File: src/rtl/plot_pkg.sv
// Shared definitions for the plot arbiter and the game controller: FSM encoding,
// default tile/coordinate sizes and a counter-width helper.
package plot_pkg;

  typedef enum logic [1:0] {
    ST_IDLE  = 2'd0,
    ST_SWEEP = 2'd1,
    ST_DONE  = 2'd2
  } plot_state_t;

  localparam int PLOT_TILE_W  = 4;
  localparam int PLOT_TILE_H  = 4;
  localparam int PLOT_X_W     = 8;
  localparam int PLOT_Y_W     = 7;
  localparam int PLOT_COLOR_W = 3;

  // Width needed to hold 0..n-1, never less than one bit.
  function automatic int cnt_width(input int n);
    return (n > 1) ? $clog2(n) : 1;
  endfunction

endpackage

File: src/rtl/plot_arb_pick.sv
// Combinational winner select: fixed priority (index 0 first), or round-robin
// starting at ptr when PLOT_ARB_RR_EN is defined.
module plot_arb_pick
  import plot_pkg::*;
#(
  parameter int NREQ  = 3,
  parameter int IDX_W = cnt_width(NREQ)
) (
  input  logic [NREQ-1:0]  req,
`ifdef PLOT_ARB_RR_EN
  input  logic [IDX_W-1:0] ptr,
`endif
  output logic [NREQ-1:0]  grant,
  output logic [IDX_W-1:0] idx,
  output logic             valid
);

`ifdef PLOT_ARB_RR_EN
  int cand;

  always_comb begin
    grant = '0;
    idx   = '0;
    valid = 1'b0;
    cand  = 0;
    for (int k = 0; k < NREQ; k++) begin
      cand = (int'(ptr) + k) % NREQ;
      if (!valid && req[cand]) begin
        valid       = 1'b1;
        idx         = IDX_W'(cand);
        grant[cand] = 1'b1;
      end
    end
  end
`else
  always_comb begin
    grant = '0;
    idx   = '0;
    valid = 1'b0;
    for (int k = 0; k < NREQ; k++) begin
      if (!valid && req[k]) begin
        valid    = 1'b1;
        idx      = IDX_W'(k);
        grant[k] = 1'b1;
      end
    end
  end
`endif

endmodule

File: src/rtl/plot_arbiter.sv
// Arbitrates drawing requesters and sweeps a TILE_W x TILE_H block into the
// framebuffer. Define PLOT_ARB_RR_EN for round-robin instead of fixed priority.
module plot_arbiter
  import plot_pkg::*;
#(
  parameter int NREQ    = 3,
  parameter int TILE_W  = PLOT_TILE_W,
  parameter int TILE_H  = PLOT_TILE_H,
  parameter int X_W     = PLOT_X_W,
  parameter int Y_W     = PLOT_Y_W,
  parameter int COLOR_W = PLOT_COLOR_W
) (
  input  logic                  clk,
  input  logic                  resetn,
  input  logic [NREQ-1:0]       req,
  input  logic [NREQ*X_W-1:0]   req_x,
  input  logic [NREQ*Y_W-1:0]   req_y,
  input  logic [NREQ*COLOR_W-1:0] req_color,
  output logic [NREQ-1:0]       done,
  output logic                  busy,
  output logic                  plot,
  output logic [X_W-1:0]        x_out,
  output logic [Y_W-1:0]        y_out,
  output logic [COLOR_W-1:0]    color_out
);

  localparam int IDX_W = cnt_width(NREQ);
  localparam int CW    = cnt_width(TILE_W);
  localparam int RW    = cnt_width(TILE_H);

  plot_state_t        state, state_next;
  logic [NREQ-1:0]    grant_q;
  logic [X_W-1:0]     org_x;
  logic [Y_W-1:0]     org_y;
  logic [COLOR_W-1:0] color_q;
  logic [CW-1:0]      col;
  logic [RW-1:0]      row;
  logic [NREQ-1:0]    pick_grant;
  logic [IDX_W-1:0]   pick_idx;
  logic               pick_valid;
  logic               col_last;
  logic               last_pixel;

`ifdef PLOT_ARB_RR_EN
  logic [IDX_W-1:0]   ptr;
`endif

  plot_arb_pick #(
    .NREQ  (NREQ),
    .IDX_W (IDX_W)
  ) u_pick (
    .req   (req),
`ifdef PLOT_ARB_RR_EN
    .ptr   (ptr),
`endif
    .grant (pick_grant),
    .idx   (pick_idx),
    .valid (pick_valid)
  );

  assign col_last   = (col == CW'(TILE_W - 1));
  assign last_pixel = col_last && (row == RW'(TILE_H - 1));

  always_ff @(posedge clk or negedge resetn) begin
    if (!resetn) state <= ST_IDLE;
    else         state <= state_next;
  end

  always_comb begin
    state_next = state;
    case (state)
      ST_IDLE:  if (pick_valid) state_next = ST_SWEEP;
      ST_SWEEP: if (last_pixel) state_next = ST_DONE;
      ST_DONE:  state_next = ST_IDLE;
      default:  state_next = ST_IDLE;
    endcase
  end

  // Origin and color are captured only at grant time so requester inputs may change mid-sweep.
  always_ff @(posedge clk or negedge resetn) begin
    if (!resetn) begin
      grant_q <= '0;
      org_x   <= '0;
      org_y   <= '0;
      color_q <= '0;
      col     <= '0;
      row     <= '0;
    end else begin
      case (state)
        ST_IDLE: begin
          if (pick_valid) begin
            grant_q <= pick_grant;
            org_x   <= req_x[pick_idx*X_W +: X_W];
            org_y   <= req_y[pick_idx*Y_W +: Y_W];
            color_q <= req_color[pick_idx*COLOR_W +: COLOR_W];
            col     <= '0;
            row     <= '0;
          end
        end
        ST_SWEEP: begin
          if (last_pixel) begin
            col <= '0;
            row <= '0;
          end else if (col_last) begin
            col <= '0;
            row <= row + 1'b1;
          end else begin
            col <= col + 1'b1;
          end
        end
        default: ;
      endcase
    end
  end

`ifdef PLOT_ARB_RR_EN
  always_ff @(posedge clk or negedge resetn) begin
    if (!resetn) begin
      ptr <= '0;
    end else if (state == ST_IDLE && pick_valid) begin
      ptr <= (pick_idx == IDX_W'(NREQ - 1)) ? '0 : pick_idx + 1'b1;
    end
  end
`endif

  assign plot      = (state == ST_SWEEP);
  assign busy      = (state != ST_IDLE);
  assign done      = (state == ST_DONE) ? grant_q : '0;
  assign x_out     = plot ? org_x + X_W'(col) : '0;
  assign y_out     = plot ? org_y + Y_W'(row) : '0;
  assign color_out = plot ? color_q : '0;

endmodule

File: config.mk
export PLATFORM = sky130hd
export DESIGN_NAME = plot_arbiter
export DESIGN_NICKNAME = d
export VERILOG_FILES = /design/src/rtl/plot_pkg.sv /design/src/rtl/plot_arb_pick.sv /design/src/rtl/plot_arbiter.sv
export SDC_FILE = /design/constraint.sdc
export NUM_CORES = 1
export LEC_CHECK = 0
export BUFFER_PORTS_ARGS = -buffer_cell sky130_fd_sc_hd__buf_2
export CORE_MARGIN = 5
export CORE_UTILIZATION = 44
export CTS_CLUSTER_DIAMETER = 100
export CTS_CLUSTER_SIZE = 28
export DETAILED_ROUTE_END_ITERATION = 8
export PLACE_DENSITY = 0.77
export SETUP_SLACK_MARGIN = 0.02
export SYNTH_ARGS = -nofsm -noshare
export SYNTH_HDL_FRONTEND = slang
export SYNTH_SLANG_ARGS = --single-unit
File: constraint.sdc
create_clock -name clk -period 1.4 [get_ports clk]
set_input_delay 0.14 -clock clk [delete_from_list [all_inputs] [get_ports clk]]
set_output_delay 0.14 -clock clk [all_outputs]
set_load 0.01 [all_outputs]
==> flow_summary.ini <==
[layout]
final_nets = 415
mostFrequentLayoutCell = buf_2
diodes = 0
final_cell_mix = buf_2 (76), nand2_1 (47), buf_4 (29), dfrtp_1 (25), a21oi_1 (20)
area_growth_pct = 46.3
post-route-util_pct = 66.5
layout-drive-gt1-share_pct = 46.1

[route]
firstDrtPassIters = 4
final_antenna_net_count = 0
wl_mm = 5.97
route.detailed.drc = 0
wl_per_cell_um = 15.0
num_vias = 2155
viasPerCell = 5.40
drt_iter0_drc = 103

[timing]
whs_ps = 97.5
skew_ps = 1.22
hold_violations = 0
tightest_slew_ps = 581
finalSetupViolations = 14
fin_tns_setup_ps = -5910
timing.final.crit_share_pct = 136
fmax_mhz = 524
layout_setup_ws_ps = -508
rsz0062_at_grt = true
slew_viol_final = 0
layout_min_cycle_time_ps = 1910
max-slew-margin-rel_pct = 61.2

[worst_setup_path]
startpoint = org_x[1]$_DFFE_PN0P_
worst_r2r_path_depth = 6
r2r_end = org_x[4]$_DFFE_PN0P_
end_kind = output pin
crit_type = flip-flop to output pin
cp.arrival_ps = 1770
critPathLaunchType = flip-flop
required_ps = 1260
regToRegSetupSlack_ps = 100
worst_r2r_startpoint = state[0]$_DFFE_PN0P_
cp_max_fo = 3

[clock_network]
cts_max_level = 1
clock_latency_ps = 270
numCtsBuffers = 3
clk_path_buf_depth = 2
cts_tree = done
cts_root_buf = clkbuf_8
clk_pin_slew_ps = 90
clock_sinks = 27

[floorplan]
die-area_um2 = 5940
die_w_um = 77.1
die_y_um = 77.1
start_util_pct = 45.5
core_um2 = 4350
rows = 24
pin_count = 82

[grt]
gr-usage-all-layers_pct = 18.5
grt_max_degree = 28
grt_overflow = 0
grt_pass1_wl_mm = 9.22
antenna_found_initial = 0
grt_pass1_vias = 1963

[power_and_ir_drop]
comb_power_share_pct = 65.6
swShare_pct = 42.2
p_leak_nw = 1.34
intPower_w = 0.00331
clockPowerShare_pct = 7.7
pwr_density_cell_nw_per_um2 = 1980
peakVddDrop_uv = 792
pwr-share-seq_pct = 26.6
power.switching_w = 0.00242

[synthesis]
avgSynthCellArea_um2 = 8.11
yosys_warnings = 0
yosysSeqAreaShare_pct = 34.1
syn-instance-count = 244
synth.distinct_cells = 34
syn_area_um2 = 1980
syn-num-nets = 311
synth_seq_cells = 27

[run_status]
violations = setup timing
run_status = finished with violations

[placement]
dp.final_hpwl_mm = 4.53
place_congestion = 0.778
portBuffers = 81
dp_worst_setup_slack_ps = -275

[run]
maxCapViolCount = 0

[min_path]
hold_start = req[0]
hold_class = input pin to flip-flop
hold-path-endpoint = grant_q[1]$_DFFE_PN0P_
hold_depth = 2
## power by group through the flow
stage | sequential, W | combinational, W | clock, W
after global placement | 0.00144 | 0.00310 | 0
after detailed placement | 0.00146 | 0.00318 | 0
final | 0.00153 | 0.00376 | 0.000444
after global routing | 0.00157 | 0.00416 | 0.000472
after CTS | 0.00148 | 0.00337 | 0.000444
after floorplan | 0.00144 | 0.00187 | 0
## worst max-delay path by stage
stage          depth (start not counted)  slack, ps       end
2_1_floorplan                          4       -160  x_out[5]
3_3_place_gp                           6       -200  x_out[4]
3_5_place_dp                           5       -280  x_out[5]
4_1_cts                                5       -520  x_out[7]
5_1_grt                                6       -580  x_out[6]
6_report                               5       -510  x_out[5]
## layout make-up
cell class	instances	area (um^2)
clock inverters	1	7.51
repair inverters	1	7.51
multi-input cells	195	1340
inverters	4	20.0
clock buffers	3	41.3
repair buffers	116	738
flip-flops and latches	27	678
well taps	52	65.1
fillers	357	1460
## through the flow
stage,total power [W],cell area (um^2),cells
floorplan,0.00331,2020,244
global placement,0.00454,2580,385
detailed placement,0.00465,2580,385
CTS,0.00529,2710,393
global route,0.00620,2900,399
finish,0.00574,2900,399
## repair_timing
item | CTS | global route
hold endpoints to repair | 27 | 0
hold buffers | 1 | 0
gates resized for setup | 15 | 29
cloned | 1 | 0
setup endpoints to repair | 20 | 24
pin swaps | 15 | 15
setup buffers | 2 | 6
## critical path, stage by stage, from the launching register on
cell     delay (ps)
dfrtp_1         430
ha_4            300
a21oi_4          60
or4_4           410
a21oi_2         150
buf_2           150
## synth_stat cells, drive strengths merged
cell     number  area (um^2)
fa            2         40.0
or3           5         36.3
nor3          2         10.0
a31o          2         17.5
nand4         1         6.26
nor2          9         33.8
a21o         18          135
clkbuf        8         30.0
nand2        47          176
buf          10         75.1
inv           4         15.0
nand3         4         20.0
a31oi        18          113
or4           3         22.5
a21oi        29          149
nand2b        1         6.26
and2         11         71.3
nor2b         2         12.5
a22o          1         8.76
ha            6         75.1
xor2          2         17.5
o31ai         3         22.5
xnor2         2         17.5
dfrtp        27          676
nand3b       19          143
o21ai         6         30.0
o2bb2ai       1         8.76
o21bai        1         11.3
## flip-flops by register name, indices dropped and copies added (netlist names)
name     cells
org_y        7
state        2
color_q      3
col          2
row          2
org_x        8
grant_q      3
## logic make-up (layout without fill, tap and decap cells)
logic type / after synthesis / after routing / synth area share (%)
AND/OR/NAND/NOR: 104 / 104 / 27.2
AO/OA/AOI/OAI: 79 / 79 / 25.0
flip-flops: 27 / 27 / 34.1
buffers and inverters: 22 / 125 / 6.07
adder cells (fa/ha/maj): 8 / 8 / 5.82
XOR/XNOR: 4 / 4 / 1.77
## per-layer routing
layer,vias to the layer above,part of all wire (%),track usage [%]
met5,-,0,0
met4,0,0.67,5.50
met3,2,4.8,1.41
met2,62,51,31.2
met1,1022,43,25.2
li1,1069,-,-
Note: power is estimated with default switching activity, not from simulation.
